--- src/rtl/switch_arbiter_if.sv ---
// Handshake bundle between the switch ports (master side) and the central output arbiter (slave side).
interface switch_arbiter_if;
    logic [3:0] req;
    logic [3:0] pkt_dst0;
    logic [3:0] pkt_dst1;
    logic [3:0] pkt_dst2;
    logic [3:0] pkt_dst3;
    logic [3:0] grant;
    logic [1:0] mux_select0;
    logic [1:0] mux_select1;
    logic [1:0] mux_select2;
    logic [1:0] mux_select3;
    logic [3:0] out_en;
    logic [3:0] starved;

    modport master (
        output req, pkt_dst0, pkt_dst1, pkt_dst2, pkt_dst3,
        input  grant, mux_select0, mux_select1, mux_select2, mux_select3, out_en, starved
    );

    modport slave (
        input  req, pkt_dst0, pkt_dst1, pkt_dst2, pkt_dst3,
        output grant, mux_select0, mux_select1, mux_select2, mux_select3, out_en, starved
    );
endinterface

--- src/rtl/switch_arbiter.sv ---
// Central output arbiter for the 4-port switch: round-robin, atomic multicast grants,
// starvation aging with output reservation; grant pulse followed by one transfer cycle.
module switch_arbiter #(
    parameter int NPORTS   = 4,
    parameter int MAX_WAIT = 15,
    parameter int CNT_W    = 4
) (
    input logic             clk,
    input logic             rst_n,
    switch_arbiter_if.slave bus
);

    localparam logic [CNT_W-1:0] MAX_CNT = CNT_W'(MAX_WAIT);

    typedef enum logic [1:0] {
        ST_IDLE,
        ST_GNT,
        ST_XFER
    } src_state_e;

    src_state_e        state_q [NPORTS];
    src_state_e        state_d [NPORTS];
    logic [NPORTS-1:0] mask_q  [NPORTS];
    logic [CNT_W-1:0]  cnt_q   [NPORTS];
    logic [1:0]        rr_q;

    logic [NPORTS-1:0] dst     [NPORTS];
    logic [NPORTS-1:0] busy;
    logic [NPORTS-1:0] taken;
    logic [NPORTS-1:0] win;
    logic [NPORTS-1:0] eligible;
    logic [NPORTS-1:0] starved_v;
    logic [NPORTS-1:0] grant_v;
    logic [NPORTS-1:0] out_en_v;
    logic [1:0]        mux_v   [NPORTS];
    logic [1:0]        scan_idx;
    logic [1:0]        first_idx;
    logic              first_found;

    assign dst[0] = bus.pkt_dst0;
    assign dst[1] = bus.pkt_dst1;
    assign dst[2] = bus.pkt_dst2;
    assign dst[3] = bus.pkt_dst3;

    // Arbitration: starved sources scan first, then the rest; a losing starved
    // source still claims its outputs so nobody scanned after it can take them.
    always_comb begin
        // NOTE: every variable gets a default before any conditional write, so no latch is inferred.
        busy        = '0;
        eligible    = '0;
        starved_v   = '0;
        win         = '0;
        first_found = 1'b0;
        first_idx   = '0;
        scan_idx    = '0;
        for (int i = 0; i < NPORTS; i++) begin
            if (state_q[i] == ST_GNT) busy |= mask_q[i];
            eligible[i]  = (state_q[i] == ST_IDLE) && bus.req[i] && (dst[i] != '0);
            starved_v[i] = (cnt_q[i] == MAX_CNT);
        end
        taken = busy;
        for (int p = 0; p < 2; p++) begin
            for (int k = 0; k < NPORTS; k++) begin
                scan_idx = rr_q + 2'(k);
                if (eligible[scan_idx] && (starved_v[scan_idx] == (p == 0))) begin
                    if ((dst[scan_idx] & taken) == '0) begin
                        win[scan_idx] = 1'b1;
                        taken        |= dst[scan_idx];
                        if (!first_found) begin
                            first_found = 1'b1;
                            first_idx   = scan_idx;
                        end
                    end else if (starved_v[scan_idx]) begin
                        taken |= dst[scan_idx];
                    end
                end
            end
        end
    end

    always_comb begin
        for (int i = 0; i < NPORTS; i++) begin
            state_d[i] = ST_IDLE;
            case (state_q[i])
                ST_IDLE: state_d[i] = win[i] ? ST_GNT : ST_IDLE;
                ST_GNT:  state_d[i] = ST_XFER;
                ST_XFER: state_d[i] = ST_IDLE;
                default: state_d[i] = ST_IDLE;
            endcase
        end
    end

    always_comb begin
        grant_v  = '0;
        out_en_v = '0;
        for (int o = 0; o < NPORTS; o++) mux_v[o] = '0;
        for (int i = 0; i < NPORTS; i++) begin
            grant_v[i] = (state_q[i] == ST_GNT);
            if (state_q[i] == ST_XFER) begin
                for (int o = 0; o < NPORTS; o++) begin
                    if (mask_q[i][o]) begin
                        out_en_v[o] = 1'b1;
                        mux_v[o]    = 2'(i);
                    end
                end
            end
        end
    end

    // NOTE: state is updated with non-blocking assignments so every process sees the pre-edge values.
    always_ff @(posedge clk) begin
        if (!rst_n) begin
            rr_q <= '0;
            for (int i = 0; i < NPORTS; i++) begin
                state_q[i] <= ST_IDLE;
                mask_q[i]  <= '0;
                cnt_q[i]   <= '0;
            end
        end else begin
            if (first_found) rr_q <= first_idx + 2'd1;
            for (int i = 0; i < NPORTS; i++) begin
                state_q[i] <= state_d[i];
                if (win[i]) mask_q[i] <= dst[i];
                if (!bus.req[i] || win[i]) begin
                    cnt_q[i] <= '0;
                end else if (eligible[i] && (cnt_q[i] != MAX_CNT)) begin
                    cnt_q[i] <= cnt_q[i] + 1'b1;
                end
            end
        end
    end

    assign bus.grant       = grant_v;
    assign bus.out_en      = out_en_v;
    assign bus.starved     = starved_v;
    assign bus.mux_select0 = mux_v[0];
    assign bus.mux_select1 = mux_v[1];
    assign bus.mux_select2 = mux_v[2];
    assign bus.mux_select3 = mux_v[3];

endmodule
--- src/flat_wrapper.sv ---
// flat-port wrapper written by rule: the top's interface ports become plain ports
module switch_arbiter_flat 
#(
    parameter int NPORTS   = 4,
    parameter int MAX_WAIT = 15,
    parameter int CNT_W    = 4
)
  (clk, rst_n, bus_req, bus_pkt_dst0, bus_pkt_dst1, bus_pkt_dst2, bus_pkt_dst3, bus_grant, bus_mux_select0, bus_mux_select1, bus_mux_select2, bus_mux_select3, bus_out_en, bus_starved);
  switch_arbiter_if bus_i ();
  input logic clk;
  input logic rst_n;
  input wire logic [$bits(bus_i.req)-1:0] bus_req;
  input wire logic [$bits(bus_i.pkt_dst0)-1:0] bus_pkt_dst0;
  input wire logic [$bits(bus_i.pkt_dst1)-1:0] bus_pkt_dst1;
  input wire logic [$bits(bus_i.pkt_dst2)-1:0] bus_pkt_dst2;
  input wire logic [$bits(bus_i.pkt_dst3)-1:0] bus_pkt_dst3;
  output wire logic [$bits(bus_i.grant)-1:0] bus_grant;
  output wire logic [$bits(bus_i.mux_select0)-1:0] bus_mux_select0;
  output wire logic [$bits(bus_i.mux_select1)-1:0] bus_mux_select1;
  output wire logic [$bits(bus_i.mux_select2)-1:0] bus_mux_select2;
  output wire logic [$bits(bus_i.mux_select3)-1:0] bus_mux_select3;
  output wire logic [$bits(bus_i.out_en)-1:0] bus_out_en;
  output wire logic [$bits(bus_i.starved)-1:0] bus_starved;
  assign bus_i.req = bus_req;
  assign bus_i.pkt_dst0 = bus_pkt_dst0;
  assign bus_i.pkt_dst1 = bus_pkt_dst1;
  assign bus_i.pkt_dst2 = bus_pkt_dst2;
  assign bus_i.pkt_dst3 = bus_pkt_dst3;
  assign bus_grant = bus_i.grant;
  assign bus_mux_select0 = bus_i.mux_select0;
  assign bus_mux_select1 = bus_i.mux_select1;
  assign bus_mux_select2 = bus_i.mux_select2;
  assign bus_mux_select3 = bus_i.mux_select3;
  assign bus_out_en = bus_i.out_en;
  assign bus_starved = bus_i.starved;
  switch_arbiter #(.NPORTS(NPORTS), .MAX_WAIT(MAX_WAIT), .CNT_W(CNT_W)) u_core (.clk(clk), .rst_n(rst_n), .bus(bus_i));
endmodule
--- config.mk ---
export PLATFORM = sky130hd
export DESIGN_NAME = switch_arbiter_flat
export DESIGN_NICKNAME = d
export VERILOG_FILES = /design/src/rtl/switch_arbiter_if.sv /design/src/rtl/switch_arbiter.sv /design/src/flat_wrapper.sv
export SDC_FILE = /design/constraint.sdc
export NUM_CORES = 1
export LEC_CHECK = 0
export ABC_CLOCK_PERIOD_IN_PS = 6360
export CAP_MARGIN = 25
export CORE_ASPECT_RATIO = 1.4
export CORE_MARGIN = 4
export CORE_UTILIZATION = 36
export DETAILED_ROUTE_END_ITERATION = 8
export GPL_TIMING_DRIVEN = 0
export HOLD_SLACK_MARGIN = 0.02
export PLACE_DENSITY_LB_ADDON = 0.25
export SLEW_MARGIN = 20
export SYNTH_ARGS = -nofsm -noshare
export SYNTH_HDL_FRONTEND = slang
export SYNTH_SLANG_ARGS = --single-unit
--- constraint.sdc ---
create_clock -name clk -period 6.36 [get_ports clk]
set_clock_uncertainty 0.05 [all_clocks]
set_input_delay 1.908 -clock clk [delete_from_list [all_inputs] [get_ports clk]]
set_output_delay 1.908 -clock clk [all_outputs]
set_load 0.02 [all_outputs]
### Word level (Yosys, flattened, before mapping)

Memories as Yosys holds them, arrays and structs flattened.
Index checks and enable logic that the tools add are counted.

| storage, ports and cells | value |
|---|---|
| word-level logic and storage cells | 354 |
| memory bits (writable) | 40 |
| memories kept | 3 |
| bits of input ports | 22 |
| register bits after elaboration | 2 |

| operators by class | value |
|---|---|
| bitwise operators | 49 |
| equality and inequality tests | 16 |
| muxes and demuxes | 217 |
| magnitude comparators | 12 |
| add/subtract/negate cells | 8 |
| reduce and logical (&&, ||, !) cells | 48 |

Memories:

| name | depth | bits a word | rd ports | clocked after memory_dff | write ports | RTL line | source |
|---|---|---|---|---|---|---|---|
| u_core.cnt_q | 4 | 4 | 4 | 0 | 4 | switch_arbiter.sv:24 | `logic [CNT_W-1:0] cnt_q [NPORTS];` |
| u_core.mask_q | 4 | 4 | 4 | 0 | 4 | switch_arbiter.sv:23 | `logic [NPORTS-1:0] mask_q [NPORTS];` |
| u_core.state_q | 4 | 2 | 4 | 0 | 4 | switch_arbiter.sv:21 | `src_state_e state_q [NPORTS];` |

Operators by type and width:

| operator | number |
|---|---|
| $mux 4 | 65 |
| $mux 1 | 94 |
| $mux 2 | 35 |
| $or 4x4->4 | 17 |
| $and 4x4->4 | 8 |
| $bmux 4 s2 | 4 |
| $logic_not 4->1 | 8 |
| $logic_and 1x1->1 | 24 |
| $mux 8 | 3 |
| $add 4x1->4 const B | 4 |
| $bmux 1 s2 | 8 |
| $eq 4x4->1 const B | 4 |
| $ne 4x4->1 const B | 4 |
| $or 1x1->1 | 16 |
| $pmux 2 s2 | 4 |
| $reduce_bool 4->1 | 4 |
| $ge 3x3->1 const B | 4 |
| $lt 2x3->1 const B | 4 |
| $not 2->3 | 4 |
| $demux 1 s2 | 4 |
| $eq 2x1->1 const B | 4 |
| $eq 2x2->1 const B | 4 |
| $ge 2x1->1 const B | 4 |
| $logic_not 2->1 | 4 |
| 5 further kinds | 16 |

### Depth between registers and ports, before layout

Gate-level depths: netlist (run 1).
An unclocked memory read counts as a cell.

| depth | value |
|---|---|
| depth in word-level cells | 47 |
| gate-level depth with buffers | 18 |
| gate-level depth less buffers | 14 |

### Worst setup path before layout (run 1)

OpenSTA, ideal clock, no wires.

| timing path | value |
|---|---|
| path kind | input to register |
| start point | in bus_pkt_dst1[0] |
| end point | mem u_core.cnt_q[3][0] (netlist: u_core.cnt_q[0][12]), enable pin |
| arrival time | 5.264 ns |
| stages on the path | 12 |
| setup slack | 0.786 ns |
| setup time | 0.260 ns |
| cells stage by stage | or4_4 nand3_1 mux4_2 o21bai_2 or4_4 a2111oi_4 o211ai_2 nor3_1 o21ai_1 a221oi_2 nand3_1 or2_2 |

RTL lines:

| what | RTL line | source |
|---|---|---|
| start: declaration | flat_wrapper.sv:14 | `input wire logic [$bits(bus_i.pkt_dst1)-1:0] bus_pkt_dst1;` |
| end: declaration | switch_arbiter.sv:24 |  |

==> metrics, run 1 <==
grt ovf=0; critical-path cell list=clkdlybuf4s50_1 -> or4_4 -> nand3_2 -> mux4_2 -> o21bai_2 -> or4_4 -> a2111oi_4 -> o211ai_2 -> nor3_2 -> o21ai_2 -> a221oi_2 -> nand3_4 -> or2_4; first drt pass iteration count=5; ANT cells=0; clk buf depth=2; Core Area=10800 sq um; Leak=0.00192 uW; Slew Limit Fails=0; Post-Syn Area=3980 sq um; area grow syn2layout=23.1%; syn_area_per_cell=9.28 sq um; CP max stage delay=0.61 ns; Max-slew headroom=45.9%; R2R Setup Slk=0.71 ns; reg2reg end=u_core.cnt_q[0][6]$_SDFFCE_PN0P_; final hold slack=0.427 ns; DP Worst Slack=-0.661 ns; min-delay src=u_core.state_q[0][0]$_SDFF_PN0_; Tmin final=6.23 ns; routed wire length=13.8 mm; chip width=96.9 um; most frequently used flop master after synthesis=edfxtp_1; final cell count without fillers=624; most used cell, CP=or4_4; Syn Nets=463; commonest non-fill, non-tap cells in the layout=nand2_1, clkdlybuf4s50_1, edfxtp_1; Synth area leader=edfxtp_1; Placed Instances=610; Total Die Area=12800 sq um; GPL Wtd Cong=1.03; count of flip-flops with a built-in enable after synthesis=32; number of port buffers=40; antenna-violating nets left=0; Syn Inst Count=429; Vias=3938; clk sink count=42; commonest non-fill, non-tap cell in the layout=nand2_1; DR top layer=met4; worst-path maximum fanout=9; Multi-input gate area=2870 sq um; DR WL/cell=22.1 um; Final nets=516; Vias/cell=6.31; slew at the pin with the worst max-slew slack=0.804 ns; f_max=0.161 GHz; status=completed; first-pass GRT wire length=21.8 mm; share of layout cells above drive strength 1=15.7%; crit start category=primary input; Synth Register Bits=42; sequential cell area fraction in the yosys report=29.2%; CTS Buf Count=5; Worst Hold Class=reg -> reg; DRC viols=0; R2R cell count=17; filler cell count=1075; initial antenna violation count=0; Starting Density=36.8%; Crit. End Element=flop; chip height=132 um; Post-CTS Hold Fix Bufs=0; Setup CP Type=in -> reg; vias in the first global route=3879; Peak VDD IR=0.269 mV; final hold viol count=0; Final setup viols=0; Worst-path clk slew=0.07 ns; WL met3=766 um; IO Pins=42; ys async rst share=0%; total power divided by cell area=457 nW/um^2; CTS Root Cell=clkbuf_16; CTS tree=done; register area=1160 sq um; Crit path required time=6.36 ns; area share of the largest cell type after synthesis=24.1%; Worst path slowest cell=or4_4; CP arrival=6.23 ns; final setup margin=0.131 ns; DP HPWL=10.8 mm; row count=45; M1 WL=5.24 mm; Hold Path Depth=1; H-tree depth=2; Hold EP=u_core.state_q[0][0]$_SDFF_PN0_; First DRT Iteration DRCs=324; Final period util=97.9%; clk_lat worst skew=0.29 ns; met2 routed wirelength=7.21 mm; largest net degree at the start of global routing=17; r2r startpoint=u_core.rr_q[1]$_SDFFE_PN0P_; Tot GR Track Use=21.1%; Synth cell types=68; Max-Cap Viols=0; main area contributors after synthesis=edfxtp_1, mux4_2, nand2_1, dfxtp_1, and2_1; Synth warnings=0
-- timing repair --
action	CTS	global route
pin swaps	2	9
resized for setup	11	18
endpoints found under the setup margin	32	43
buffers inserted	3	3
-- layer usage --
metal | GRT usage (%) | vias to the layer above
li1 | - | 1812
met1 | 24.8 | 1897
met2 | 37.9 | 182
met3 | 2.58 | 47
met4 | 9.91 | 0
met5 | 0 | -
-- how the worst max path moves through the flow --
stage,end,start,depth (start not counted)
after global routing,u_core.cnt_q[0][0]$_SDFFCE_PN0P_,bus_pkt_dst0[0],14
after CTS,u_core.cnt_q[0][15]$_SDFFCE_PN0P_,bus_pkt_dst1[0],13
final,u_core.cnt_q[0][6]$_SDFFCE_PN0P_,bus_pkt_dst0[0],13
after floorplan,u_core.cnt_q[0][12]$_SDFFCE_PN0P_,bus_pkt_dst1[0],12
after detailed placement,u_core.cnt_q[0][6]$_SDFFCE_PN0P_,bus_pkt_dst1[0],13
after global placement,u_core.cnt_q[0][6]$_SDFFCE_PN0P_,bus_pkt_dst1[0],13
-- sequential cells by signal, summed over array words and instances (netlist names) --
name            count
u_core.cnt_q       16
u_core.mask_q      16
u_core.state_q      8
u_core.rr_q         2
-- report_power, final --
group | internal [uW] | switching, uW | total, uW | leakage, uW
clock network | 150 | 120 | 270 | 0.0000723
registers | 420 | 81.2 | 501 | 0.000443
logic | 589 | 877 | 1470 | 0.00140
total | 1160 | 1080 | 2240 | 0.00192
-- stage by stage --
stage / TNS (ns) / utilization (%) / area, sq um / total power, uW
5_1_grt: -0.00776 / 45.3 / 4900 / 2370
6_report: 0 / 45.3 / 4900 / 2240
3_3_place_gp: -20.34 / 42.2 / 4560 / 1820
3_5_place_dp: -20.55 / 42.2 / 4560 / 1830
4_1_cts: 0 / 44.3 / 4790 / 2160
2_1_floorplan: 0 / - / 3980 / 1450
-- kinds of logic (layout without fill, tap and decap cells) --
family	after synthesis	count (layout)	share of synthesized area, %
xor gates and xnor gates	9	9	1.98
and+or+nand+nor	210	210	28.9
buffers and inverters	20	74	2.17
DFF	42	42	29.2
adders and majority gates	12	12	3.77
muxes	25	25	10.8
AOI/OAI and AO/OA	111	111	23.2
-- critical path: cells and delay by family --
kind            cells  cell delay (ns)
compound gates      5             1.31
mux                 1             0.37
buf+inv             1             0.54
simple gates        6             2.09
-- final cells by class --
| type | instances | area share, % |
|---|---|---|
| Multi-Input combinational cell | 367 | 58.5 |
| Sequential cell | 42 | 23.7 |
| Timing Repair Buffer | 46 | 9.30 |
| Tap cell | 141 | 3.60 |
| Clock buffer | 5 | 2.55 |
| Buffer | 12 | 1.20 |
| Inverter | 8 | 0.613 |
| Clock inverter | 3 | 0.562 |
-- Yosys cell counts, types with 3 or more instances --
| cell type | n |
|---|---|
| xor2_1 | 6 |
| nor3_1 | 10 |
| a221o_2 | 4 |
| a22o_1 | 5 |
| nand2_1 | 58 |
| nor4b_2 | 3 |
| ha_1 | 12 |
| clkbuf_1 | 5 |
| o41ai_1 | 8 |
| inv_1 | 8 |
| mux2i_1 | 8 |
| buf_2 | 6 |
| o21bai_1 | 3 |
| a21oi_1 | 16 |
| a221oi_2 | 3 |
| dfxtp_1 | 10 |
| o21a_1 | 3 |
| mux2_2 | 3 |
| nand2b_1 | 4 |
| mux4_2 | 14 |
| nor2_1 | 22 |
| a21boi_0 | 5 |
| nand4b_1 | 3 |
| o21ai_0 | 8 |
| o41ai_2 | 3 |
| and2_1 | 26 |
| a22oi_1 | 9 |
| edfxtp_1 | 32 |
| o211a_1 | 3 |
| nand3_1 | 27 |
| a21boi_1 | 3 |
| a221o_1 | 6 |
| or4_4 | 5 |
| nand4_1 | 11 |
| nor4_1 | 3 |
| and3_1 | 11 |
| o31ai_1 | 5 |
| xnor2_1 | 3 |
| nor2b_1 | 12 |
No activity file was read; power rests on OpenSTA's default activity.
==> inputs of run 2 (changes only) <==
- ABC_CLOCK_PERIOD_IN_PS: 6360 -> 5000
- clock period: 6.36 -> 5 ns (I/O delays scaled with it)
==> run 2 against run 1 <==
The flow now finishes with violations (setup timing). Core utilization is 6.5 points higher. Critical path depth is 1 higher. Sequential share of layout area is 2.9 points lower. Cell count is 7.2% higher. Register-to-register slack worse by 0.82 ns.
==> metrics, run 2 (synthesis gave the netlist of run 1 again) <==
R2R cell count=17 (unchanged); crit start category=primary input; Crit. End Element=flop; Tmin final=5.23 ns; DR WL/cell=21.9 um (-1.2%); final hold viol count=0 (unchanged); clk_lat worst skew=0.30 ns (about the same); clk sink count=42 (unchanged); Sw Ratio=45.6% (-2.6 points); Vias/cell=6.29 (-0.38%); worst-path maximum fanout=6 (-3); Crit path required time=5.13 ns (-1.23 ns); final hold slack=0.428 ns (+0.00162 ns); clk buf depth=2 (unchanged); WP depth=14 (+1); CP arrival=5.36 ns (-0.87 ns); CTS Buf Count=5 (unchanged); Cell Area, Placed=4600 sq um (+1.0%); reg2reg end=u_core.rr_q[1]$_SDFFE_PN0P_; status=finished with violations; critical-path cell list=buf_6 -> or4_4 -> nand4_1 -> a221o_2 -> a21boi_4 -> or4_4 -> a2111oi_4 -> o211ai_2 -> buf_4 -> or2_4 -> o211a_1 -> or4b_1 -> mux2_2 -> o41ai_1; chip width=96.9 um (unchanged); Leak=0.00220 uW (+15%); Peak VDD IR=0.405 mV (+51%); Total Die Area=12800 sq um (unchanged); Multi-input gate area=3180 sq um (+11%); Internal=1920 uW (+65%); CP startpoint=bus_pkt_dst3[2]; worst path bufs/invs=2 (+1); antenna-violating nets left=0 (unchanged); R2R Setup Slk=-0.11 ns (-0.82 ns); IO Pins=42 (unchanged); Slew Limit Fails=0 (unchanged); f_max=0.191 GHz; Max-Cap Viols=0 (unchanged); initial antenna violation count=0 (unchanged); first drt pass iteration count=5 (unchanged); Setup CP Type=in -> reg; crit path to=u_core.rr_q[1]$_SDFFE_PN0P_; register area=1160 sq um (+0.11%); DP HPWL=10.8 mm (+0.52%); grt ovf=0 (unchanged); slew at the pin with the worst max-slew slack=0.867 ns (+0.0632 ns); Tot GR Track Use=22.2% (+1.1 points); largest net degree at the start of global routing=17 (unchanged); Vias=4206 (+6.8%); CP max stage delay=0.58 ns (-0.03 ns); H-tree depth=2 (unchanged); sequential share of power=18.3% (-4.1 points); DRC viols=0 (unchanged); most used cell, CP=or4_4; Post-CTS Hold Fix Bufs=0 (unchanged); Core Area=10800 sq um (unchanged); GPL Wtd Cong=1.02 (-1.3%); ANT cells=0 (unchanged); filler cell count=1035 (-3.7%); First DRT Iteration DRCs=311 (-4.0%); row count=45 (unchanged); Worst path slowest cell=or4_4; RSZ-0062 raised after global routing=true; Max-slew headroom=40.5% (-5.4 points); post-route cell area=5600 sq um (+14%); CTS tree=done; CP delay by family, top=simple AND/OR/NAND/NOR gates; r2r startpoint=u_core.rr_q[0]$_SDFFE_PN0P_; Final nets=561 (+8.7%); Clk pwr share=9.8% (-2.3 points); failing checks=setup timing; Worst-path clk slew=0.06 ns (about the same); Final setup viols=65 (+65); Worst Hold Class=reg -> reg; number of port buffers=40 (unchanged); share of layout cells above drive strength 1=33.5% (+18 points); commonest non-fill, non-tap cells in the layout=nand2_1, buf_4, edfxtp_1; first-pass GRT wire length=22.7 mm (+4.5%); final setup margin=-0.228 ns (-0.359 ns); Final period util=105%; total power divided by cell area=629 nW/um^2 (+38%); commonest non-fill, non-tap cell in the layout=nand2_1; routed wire length=14.6 mm (+6.0%); Starting Density=36.8% (unchanged); area grow syn2layout=40.7%; combinational share of power=71.9% (+6.4 points); vias in the first global route=4261 (+9.8%); CTS Root Cell=clkbuf_16; Psw=1610 uW (+49%); largest registers=u_core.cnt_q: 16 flops, u_core.mask_q: 16 flops, u_core.state_q: 8 flops; chip height=132 um (unchanged)
## run 2: cell count changes in the layout (fill, tap and decap cells not counted), moves of 5 or more
cell,before,now
nand3_1,25,20
and2_1,26,20
buf_6,0,16
buf_4,8,41
nor3_1,9,4
clkdlybuf4s50_1,36,20
buf_2,5,12
and2_4,0,6
## run 2: through the flow
stage	std cells	power (uW)	setup WS, ns	util (%)	TNS, ns
floorplan	429	1870	-0.00222	-	-0.00888
global placement	610	2340	-1.34	42.6	-75.30
detailed placement	610	2350	-1.38	42.6	-76.54
CTS	652	3210	-0.161	49.2	-3.51
global route	669	3720	-0.346	51.8	-15.49
finish	669	3520	-0.228	51.8	-7.84
## run 2: repair_timing
action | CTS | global route
gates resized for setup | 147 | 35
setup buffers | 34 | 19
endpoints found under the hold margin | 0 | 0
setup endpoints to repair | 70 | 69
pin swaps | 44 | 23
## run 2: layout make-up
| cell class | count | share of cell area [%] |
|---|---|---|
| Multi-Input combinational cell | 367 | 56.8 |
| Sequential cell | 42 | 20.8 |
| Timing Repair Buffer | 91 | 14.8 |
| Tap cell | 141 | 3.15 |
| Clock buffer | 5 | 2.23 |
| Buffer | 12 | 1.18 |
| Inverter | 8 | 0.603 |
| Clock inverter | 3 | 0.514 |
## run 2: worst register-to-register path, cell delays in order, from the launching register on
cell and delay [ns]:
dfxtp_1 0.60, clkinvlp_4 0.27, ha_1 0.33, buf_2 0.17, clkbuf_4 0.23, inv_1 0.21, mux4_2 0.44, nand2_1 0.10
nor2_1 0.09, or4_4 0.53, a2111oi_4 0.32, o211ai_2 0.20, buf_4 0.18, or2_4 0.28, o211a_1 0.23, or4b_1 0.46
mux2_2 0.27, o41ai_1 0.06
## run 2: power groups by stage
stage               Clock, uW  Sequential [uW]  Combinational (uW)
floorplan                   0              604                1270
finish                    346              643                2530
global placement            0              641                1700
CTS                       346              637                2230
global route              362              657                2700
detailed placement          0              644                1710
## run 2: per-layer routing
| metal | track usage (%) | up-vias | part of all wire (%) |
|---|---|---|---|
| met4 | 13.1 | 0 | 5.1 |
| met3 | 2.32 | 49 | 5.2 |
| li1 | - | 1898 | - |
| met2 | 39.9 | 201 | 53 |
| met1 | 25.2 | 2058 | 37 |
| met5 | 0 | - | 0 |
## run 2: how the worst min path moves through the flow
stage | start | endpoint | slack [ns] | cells past startpoint
after floorplan | u_core.state_q[0][0]$_SDFF_PN0_ | u_core.state_q[0][0]$_SDFF_PN0_ | 0.39 | 1
after global placement | u_core.state_q[0][0]$_SDFF_PN0_ | u_core.state_q[0][0]$_SDFF_PN0_ | 0.41 | 1
after detailed placement | u_core.state_q[0][0]$_SDFF_PN0_ | u_core.state_q[0][0]$_SDFF_PN0_ | 0.42 | 1
after CTS | u_core.state_q[0][0]$_SDFF_PN0_ | u_core.state_q[0][0]$_SDFF_PN0_ | 0.42 | 1
after global routing | u_core.state_q[0][1]$_SDFF_PN0_ | u_core.state_q[0][0]$_SDFF_PN0_ | 0.45 | 1
final | u_core.state_q[0][0]$_SDFF_PN0_ | u_core.state_q[0][0]$_SDFF_PN0_ | 0.43 | 1
==> inputs of run 3 (changes only) <==
- REMOVE_ABC_BUFFERS: unset -> 1
==> run 3 against run 2 <==
The flow still finishes with violations (setup timing). Power fell by 5.4%. Register-to-register slack improved by 0.16 ns. Core utilization fell by 2.0 points. Global-route usage fell by 1.3 points. Sequential share of layout area rose by 0.85 points. Cell area fell by 3.8%. Die area did not move. Flip-flop and latch count did not move. Worst hold slack got worse by 0.0028 ns. Wire length fell by 4.1%. Non-clock buffer count fell by 26. Critical endpoint is now u_core.cnt_q[0][14]$_SDFFCE_PN0P_.
==> metrics, run 3 (synthesis gave the netlist of run 1 again) <==
status=finished with violations; failing checks=setup timing; DR top layer=met4; Crit. End Element=flop; filler cell count=1023 (-1.2%); slew at the pin with the worst max-slew slack=0.965 ns (+0.0979 ns); met2 routed wirelength=7.23 mm (-6.0%); Pwr Total=3330 uW (-5.4%); Peak VDD IR=0.332 mV (-18%); routed wire length=14.0 mm (-4.1%); Tmin final=5.17 ns (-0.0585 ns); combinational share of power=70.4% (-1.5 points); vias in the first global route=4039 (-5.2%); First DRT Iteration DRCs=406 (+31%); WL met3=939 um (+23%); antenna-violating nets left=0 (unchanged); f_max=0.193 GHz (+1.1%); row count=45 (unchanged); min-delay src=u_core.state_q[0][0]$_SDFF_PN0_; final hold viol count=0 (unchanged); final core utilization=49.8% (-2.0 points); reg2reg end=u_core.cnt_q[0][10]$_SDFFCE_PN0P_; clk buf depth=2 (unchanged); first-pass GRT wire length=21.5 mm (-5.4%); Psw=1550 uW (-3.7%); Final nets=535 (-4.6%); Tot GR Track Use=20.9% (-1.3 points); initial antenna violation count=0 (unchanged); R2R Setup Slk=0.05 ns (+0.16 ns); chip height=132 um (unchanged); commonest non-fill, non-tap cell in the layout=nand2_1; CTS Root Cell=clkbuf_16; CP arrival=5.17 ns (-0.19 ns); ANT cells=0 (unchanged); commonest non-fill, non-tap cells in the layout=nand2_1, edfxtp_1, buf_4; Setup CP Type=in -> reg; Vias/cell=6.43 (+2.3%); H-tree depth=2 (unchanged); Final period util=103% (-1.2 points); Leak=0.00207 uW (-6.0%); Core Area=10800 sq um (unchanged); Internal=1780 uW (-6.9%); Clk pwr share=10.2% (+0.4 points); M1 WL=5.16 mm (-5.0%); final setup margin=-0.169 ns (+0.0585 ns); first drt pass iteration count=5 (unchanged); sequential share of power=19.4% (+1.1 points); Hold Path Depth=1 (unchanged); DP HPWL=10.2 mm (-6.2%); Max-slew headroom=35.5% (-5.1 points); r2r startpoint=u_core.rr_q[1]$_SDFFE_PN0P_; share of layout cells above drive strength 1=30.9% (-2.6 points); Vias=4137 (-1.6%); Slew Limit Fails=0 (unchanged); total power divided by cell area=619 nW/um^2 (-1.7%); clk sink count=42 (unchanged); CTS Buf Count=5 (unchanged); chip width=96.9 um (unchanged); largest net degree at the start of global routing=32 (+15); RSZ-0062 raised after global routing=true; GPL Wtd Cong=0.951 (-6.4%); worst-path maximum fanout=7 (+1); DR WL/cell=21.8 um (-0.23%); Worst-path clk slew=0.07 ns (about the same); Total Die Area=12800 sq um (unchanged); R2R cell count=14 (-3); IO Pins=42 (unchanged); crit start category=primary input; Worst Hold Class=reg -> reg; largest registers=u_core.cnt_q: 16 flops, u_core.mask_q: 16 flops, u_core.state_q: 8 flops; Max-Cap Viols=0 (unchanged); final cell count without fillers=643 (-3.9%); Post-CTS Hold Fix Bufs=0 (unchanged); grt ovf=0 (unchanged); Sw Ratio=46.5% (+0.85 points); clk_lat worst skew=0.30 ns (about the same); Starting Density=36.8% (unchanged); Fin Setup TNS=-4.69 ns (+3.15 ns); final hold slack=0.425 ns (-0.00284 ns); Final setup viols=48 (-26%); number of port buffers=41 (+2.5%); area grow syn2layout=35.3%; Placed Instances=600 (-1.6%); Crit path required time=5.00 ns (-0.13 ns); CTS tree=done; Hold EP=u_core.state_q[0][0]$_SDFF_PN0_; DRC viols=0 (unchanged)
==> run 3: cell types whose count changed in the layout (fill, tap and decap cells not counted), moves of 3 or more <==
cell      previous run  this run
buf_4               41        31
and2_1              20        25
nor2_4               1         4
and2_4               6         1
and3_4               3         0
buf_6               16        11
buf_2               12         7
and3_1               8        11
clkbuf_1             4         0
nor2_1              19        16
==> run 3: how the worst max path moves through the flow <==
stage	start	end	slack, ns
after global placement	u_core.rr_q[0]$_SDFFE_PN0P_	u_core.cnt_q[0][6]$_SDFFCE_PN0P_	-1.96
after floorplan	u_core.rr_q[0]$_SDFFE_PN0P_	u_core.cnt_q[0][12]$_SDFFCE_PN0P_	-0.70
after global routing	bus_pkt_dst2[1]	u_core.cnt_q[0][10]$_SDFFCE_PN0P_	-0.28
final	bus_pkt_dst3[0]	u_core.cnt_q[0][14]$_SDFFCE_PN0P_	-0.17
after CTS	bus_pkt_dst1[2]	u_core.cnt_q[0][3]$_SDFFCE_PN0P_	-0.01
after detailed placement	bus_pkt_dst2[0]	u_core.cnt_q[0][6]$_SDFFCE_PN0P_	-1.62
==> run 3: timing repair <==
item,in CTS,in global routing
endpoints found under the setup margin,70,67
setup buffers,25,10
cloned,0,0
pin swaps,30,28
gates resized for setup,135,49
endpoints found under the hold margin,0,0
==> run 3: final cells by class <==
class / instances / area, sq um / area share (%)
clock buffer: 5 / 125 / 2.32
clock inverter: 3 / 26.3 / 0.488
inverter: 8 / 33.8 / 0.627
multi-input combinational: 367 / 3170 / 58.9
sequential: 42 / 1160 / 21.6
tap: 141 / 176 / 3.28
timing repair buffer: 77 / 687 / 12.8
==> run 3: critical path, cell delays in order <==
cell and delay (ns):
buf_8 0.11, or4_4 0.56, nand4_1 0.16, a221o_2 0.36
nand2_8 0.14, o41ai_4 0.47, nand4_1 0.18, buf_4 0.20
o211ai_4 0.23, or2_4 0.18, nand2_4 0.06, buf_4 0.14
a221oi_2 0.40, nand3_4 0.16, or2_4 0.32
==> run 3: power by group through the flow <==
stage               logic, uW  registers [uW]  clock network (uW)
floorplan                1180             638                   0
global placement         1590             682                   0
detailed placement       1660             646                   0
CTS                      2000             642                 348
global route             2480             660                 357
finish                   2350             646                 339
==> run 3: per-layer routing <==
metal  vias up  track usage [%]
met2       231             37.0
met4         0             10.9
met1      1993             23.4
met5         -                0
met3        61             4.32
li1       1852                -
==> run 3: stage by stage <==
stage	cell area, sq um	setup WS, ns
2_1_floorplan	3920	-0.698
6_report	5390	-0.169
5_1_grt	5390	-0.283
3_3_place_gp	4510	-1.96
4_1_cts	5080	-0.0124
3_5_place_dp	4530	-1.62
==> edit 1: new RTL, config.mk and constraints of run 1 <==
Reset style: asynchronous (`rst_n`), changed in one clocked block.
--- a/src/rtl/switch_arbiter.sv
+++ b/src/rtl/switch_arbiter.sv
@@ -110,3 +110,3 @@
     // NOTE: state is updated with non-blocking assignments so every process sees the pre-edge values.
-    always_ff @(posedge clk) begin
+    always_ff @(posedge clk or negedge rst_n) begin
         if (!rst_n) begin
Behaviour: differs if rst_n is asserted again (counterexample within 4 cycles, from zero or initial values and one cycle with rst_n low); with rst_n held inactive, the same outputs for 4 cycles.
==> edit 1 against run 1 <==
Synthesized area increased by 3.2%; total power rose by 35%; hold slack better by 0.047 ns; sequential cell count unchanged; setup slack improved by 0.027 ns; count of clock-buffer cells in the layout rose by 2; core utilization grew 0.36 points; die area is 2.9% higher; routed wire length is 5.0% lower; final area increased by 2.4%; critical path type unchanged; critical endpoint is now u_core.mask_q[8].
==> edit 1: results (changes against run 1) <==
Place
  • Routability cong.: 0.975 (-5.3%)
  • I/O Buffers: 41 (+2.5%)
  • Placed Cells: 589 (-3.4%)
  • Dpl hpwl: 10200 µm (-5.7%)

Worst setup path
  • Largest stage delay, worst path: 0.58 ns (-0.03 ns)
  • Max FO, Critical Path: 6 (-3)
  • Cells on worst reg2reg path: 16 (-1)
  • Crit path from: bus_pkt_dst3[0]
  • Reg-to-reg startpoint: u_core.rr_q[0]
  • Setup crit end: u_core.mask_q[8]
  • Slowest CP cell: or4_4
  • Worst R2R End: u_core.mask_q[8]
  • Reg2reg setup slack: 0.62 ns (-0.09 ns)

Route
  • Avg WL per Cell: 21.8 µm (-1.7%)
  • Iter 0 DRT Violations: 328 (+1.2%)
  • DR vias: 3858 (-2.0%)
  • Drt pass-1 iters: 5 (unchanged)

Pwr
  • VDD IR max: 0.249 mV (-7.4%)
  • Leak pwr: 2.08 nW (+8.3%)
  • Clock power share: 0.085 (-0.036)
  • Sw frac: 0.480 (-0.00233)

Logic synthesis
  • Synth top area cells: dfrtp_1 (26%), mux4_2 (12%), mux2_4 (5.9%)
  • Compound-Gate Fraction of Synth Area: 0.201 (-0.0315)
  • XOR/XNOR Fraction of Synth Area: 0.0235 (+0.00366)
  • Most frequent cells after synthesis: dfrtp_1 (42), nand2_1 (38), mux4_2 (21), nor3b_1 (21), nand4_1 (18)
  • Synth Net Count: 438 (-5.4%)
  • Avg Cell Area, Syn: 10.1 µm² (+9.0%)
  • Post-Synth Adder-Cell Area: 0.0305 (-0.00725)
  • Yosys Warn Count: 0 (unchanged)
  • Post-synthesis sequential area ratio: 0.256 (-0.0358)
  • Cell variety after synth: 74 (+8.8%)
  • Ys async rst share: 1.00 (+1.00)
  • Mux cell area share after synthesis: 0.188 (+0.0805)

GRT
  • Largest net degree at the start of global routing: 33 (+16)
  • Total track usage: 0.199 (-0.0118)
  • Initial antenna violation count: 0 (unchanged)
  • First-pass GRT wire length: 20900 µm (-4.1%)

STA
  • Worst Tran Pin Value: 0.728 ns (-0.0760 ns)

Min path
  • Worst Hold Class: reg2reg

Cells and area
  • Layout fillers: 1084 (+0.84%)
  • Finished Layout Cells: 603 (-3.4%)
  • Top flop regs: u_core.cnt_q x16, u_core.mask_q x16, u_core.state_q x8
  • Final nets: 493 (-4.5%)
  • Share of cells above drive strength 1: 0.206 (+0.0483)

Outcome
  • Status: completed

Clock tree
  • CTS max path bufs: 2 (unchanged)
edit 1: worst register-to-register path: stages, from the launching register on:
cell and delay [ns]:
dfrtp_1 0.49, clkinv_1 0.39, ha_1 0.42, clkbuf_1 0.44
buf_1 0.52, mux4_2 0.70, a221oi_1 0.47, nand3_1 0.18
a41o_1 0.29, a221oi_4 0.39, a211oi_2 0.19, a221oi_4 0.29
buf_12 0.16, nand3_2 0.09, nand3_4 0.12, buf_12 0.13
mux2_4 0.30
edit 1: kinds of logic after synthesis:
kind of cell | Yosys count
DFF | 42
muxes | 43
xor gates and xnor gates | 11
buffers and inverters | 21
AOI/OAI and AO/OA | 97
adders and majority gates | 10
and+or+nand+nor | 182
edit 1: power by group through the flow:
stage	combinational (mW)	clock (mW)	sequential, mW
detailed placement	2.04	0	0.476
floorplan	1.55	0	0.444
global route	2.44	0.271	0.490
finish	2.28	0.255	0.473
CTS	2.17	0.263	0.474
global placement	2.03	0	0.470
edit 1: through the flow:
| stage | utilization | cell area (µm²) | setup WS, ns | power (mW) |
|---|---|---|---|---|
| global route | 0.457 | 5020 | 0.0298 | 3.21 |
| floorplan | - | 4110 | 0.662 | 1.99 |
| CTS | 0.449 | 4930 | 0.0372 | 2.91 |
| global placement | 0.427 | 4690 | -0.633 | 2.50 |
| finish | 0.457 | 5020 | 0.158 | 3.01 |
| detailed placement | 0.429 | 4710 | -0.632 | 2.52 |
edit 1: cell type report:
cell class / count / area share
inverter: 11 / 0.00823
multi-input combinational: 343 / 0.611
buffer: 10 / 0.00898
clock inverter: 1 / 0.000998
tap: 141 / 0.0352
sequential: 42 / 0.210
clock buffer: 7 / 0.0284
timing repair buffer: 48 / 0.0980
edit 1: repair_timing:
action	in CTS	in global routing
pin swaps	3	4
resized for setup	26	8
cloned	0	0
buffers inserted	4	2
setup endpoints to repair	37	32
edit 1: metal layers:
layer  GRT usage  vias to the layer above  wire (µm)
met5           0                        -          0
met4       0.106                        0        600
met3      0.0208                       36        559
met2       0.341                      147       6660
met1       0.246                     1923       5300
li1            -                     1752          -
edit 1: worst min path at each step:
stage	start	endpoint	slack [ns]	cells after the start
after CTS	u_core.state_q[1]	u_core.state_q[0]	0.48	1
after global placement	u_core.state_q[1]	u_core.state_q[0]	0.46	1
after global routing	u_core.state_q[0]	u_core.state_q[0]	0.51	1
after detailed placement	u_core.state_q[1]	u_core.state_q[0]	0.47	1
after floorplan	u_core.state_q[1]	u_core.state_q[0]	0.42	1
final	u_core.state_q[1]	u_core.state_q[0]	0.47	1
==> edit 2: new RTL, flow settings as in run 1 <==
Made on the original files. `CNT_W` is set to 4 in 2 places; all go to 5.
--- a/src/rtl/switch_arbiter.sv
+++ b/src/rtl/switch_arbiter.sv
@@ -5,3 +5,3 @@
     parameter int MAX_WAIT = 15,
-    parameter int CNT_W    = 4
+    parameter int CNT_W    = 5
 ) (
--- a/src/flat_wrapper.sv
+++ b/src/flat_wrapper.sv
@@ -5,3 +5,3 @@
     parameter int MAX_WAIT = 15,
-    parameter int CNT_W    = 4
+    parameter int CNT_W    = 5
 )
Formal check against the unedited RTL: no difference found for any inputs over 4 cycles, from zero or initial values and one cycle with rst_n low; that may be too few to reach the edited logic, so the function may still have changed.
==> edit 2 against run 1 <==
Synthesized area grew 12%; via count up 6.5%; final area is 10% higher; clock power decreased by 4%; routed wire length rose by 4.3%; total power increased by 14%; first-iteration DRC count rose by 5.6%; final cell count rose by 7.1%; sequential power grew 8.2%; setup slack improved by 0.054 ns; sequential cell count rose by 4; largest cell class unchanged.
==> edit 2: results (changes against run 1) <==
Outcome
  • Status: completed

Worst setup path
  • Largest stage delay, worst path: 0.53 ns (-0.08 ns)
  • Slowest CP cell: mux4_2
  • Worst path arrival time: 6.18 ns (-0.05 ns)
  • Max FO, Critical Path: 7 (-2)
  • Setup crit end: u_core.cnt_q[0][12]
  • Cells on worst reg2reg path: 19 (+2)

Cells and area
  • Seq area share: 0.237 (+0.000501)
  • Nonclk inv count: 28 (+20)
  • Area growth syn-to-layout: 20.8%
  • Multi-input gates: 377 (+2.7%)
  • Final nets: 558 (+8.1%)
  • Multi-input combinational area share: 0.576 (-0.00848)

Logic synthesis
  • Synth top area cells: edfxtp_1 (24%), mux4_2 (6.6%), dfxtp_1 (4.5%)
  • Synth Net Count: 502 (+8.4%)
  • Cell variety after synth: 83 (+22%)

STA
  • Worst Tran Pin Value: 0.951 ns (+0.147 ns)

GRT
  • Vias in the first global route: 4075 (+5.1%)
  • Largest net degree at the start of global routing: 16 (-1)
  • First-pass GRT wire length: 22400 µm (+3.1%)

Floorplan
  • Placement row count: 47 (+4.4%)

Route
  • Total Wirelength: 14400 µm (+4.3%)

Clock tree
  • Clock sink count: 46 (+9.5%)

Place
  • Dpl hpwl: 11300 µm (+5.0%)
  • Placed Cells: 651 (+6.7%)

Pwr
  • VDD IR max: 0.274 mV (+1.9%)
[edit 2: cell types whose count changed after synthesis, moves of 8 or more]
cell,delta
a21o_1,+9
o41ai_1,-8
mux2i_1,+11
and2_1,-12
nor3_1,+10
a21oi_1,-13
nor2_1,+9
inv_1,+19
[edit 2: stage by stage]
| stage | setup WS [ns] | hold slack, ns | TNS, ns |
|---|---|---|---|
| 2_1_floorplan | 0.657 | 0.387 | 0 |
| 3_3_place_gp | -0.480 | 0.398 | -11.06 |
| 3_5_place_dp | -0.463 | 0.405 | -12.19 |
| 4_1_cts | 0.0446 | 0.414 | 0 |
| 5_1_grt | 0.0407 | 0.454 | 0 |
| 6_report | 0.185 | 0.414 | 0 |
[edit 2: per-layer routing]
layer,vias up,global-route usage,wire length [µm]
met2,198,0.344,7190
met4,0,0.0940,754
met1,2034,0.252,5570
li1,1917,-,-
met3,46,0.0225,890
met5,-,0,0
[edit 2: power breakdown]
part / switching, mW / total (mW) / leakage, nW / internal, mW
Sequential: 0.0774 / 0.542 / 0.485 / 0.465
Clock: 0.114 / 0.260 / 0.0740 / 0.146
Combinational: 1.06 / 1.75 / 1.64 / 0.693
Total: 1.25 / 2.56 / 2.20 / 1.30
[edit 2: logic make-up after synthesis]
| logic type | after synthesis | share of synthesized area |
|---|---|---|
| compound gates | 102 | 0.213 |
| xor+xnor | 10 | 0.0196 |
| fa+ha+maj | 16 | 0.0448 |
| buf+inv | 41 | 0.0392 |
| flops | 46 | 0.287 |
| mux | 36 | 0.122 |
| simple gates | 213 | 0.275 |
[edit 2: repair_timing]
item | in CTS | in global routing
setup endpoints to repair | 17 | 36
gates resized for setup | 8 | 24
pin swaps | 3 | 4
setup buffers | 5 | 4
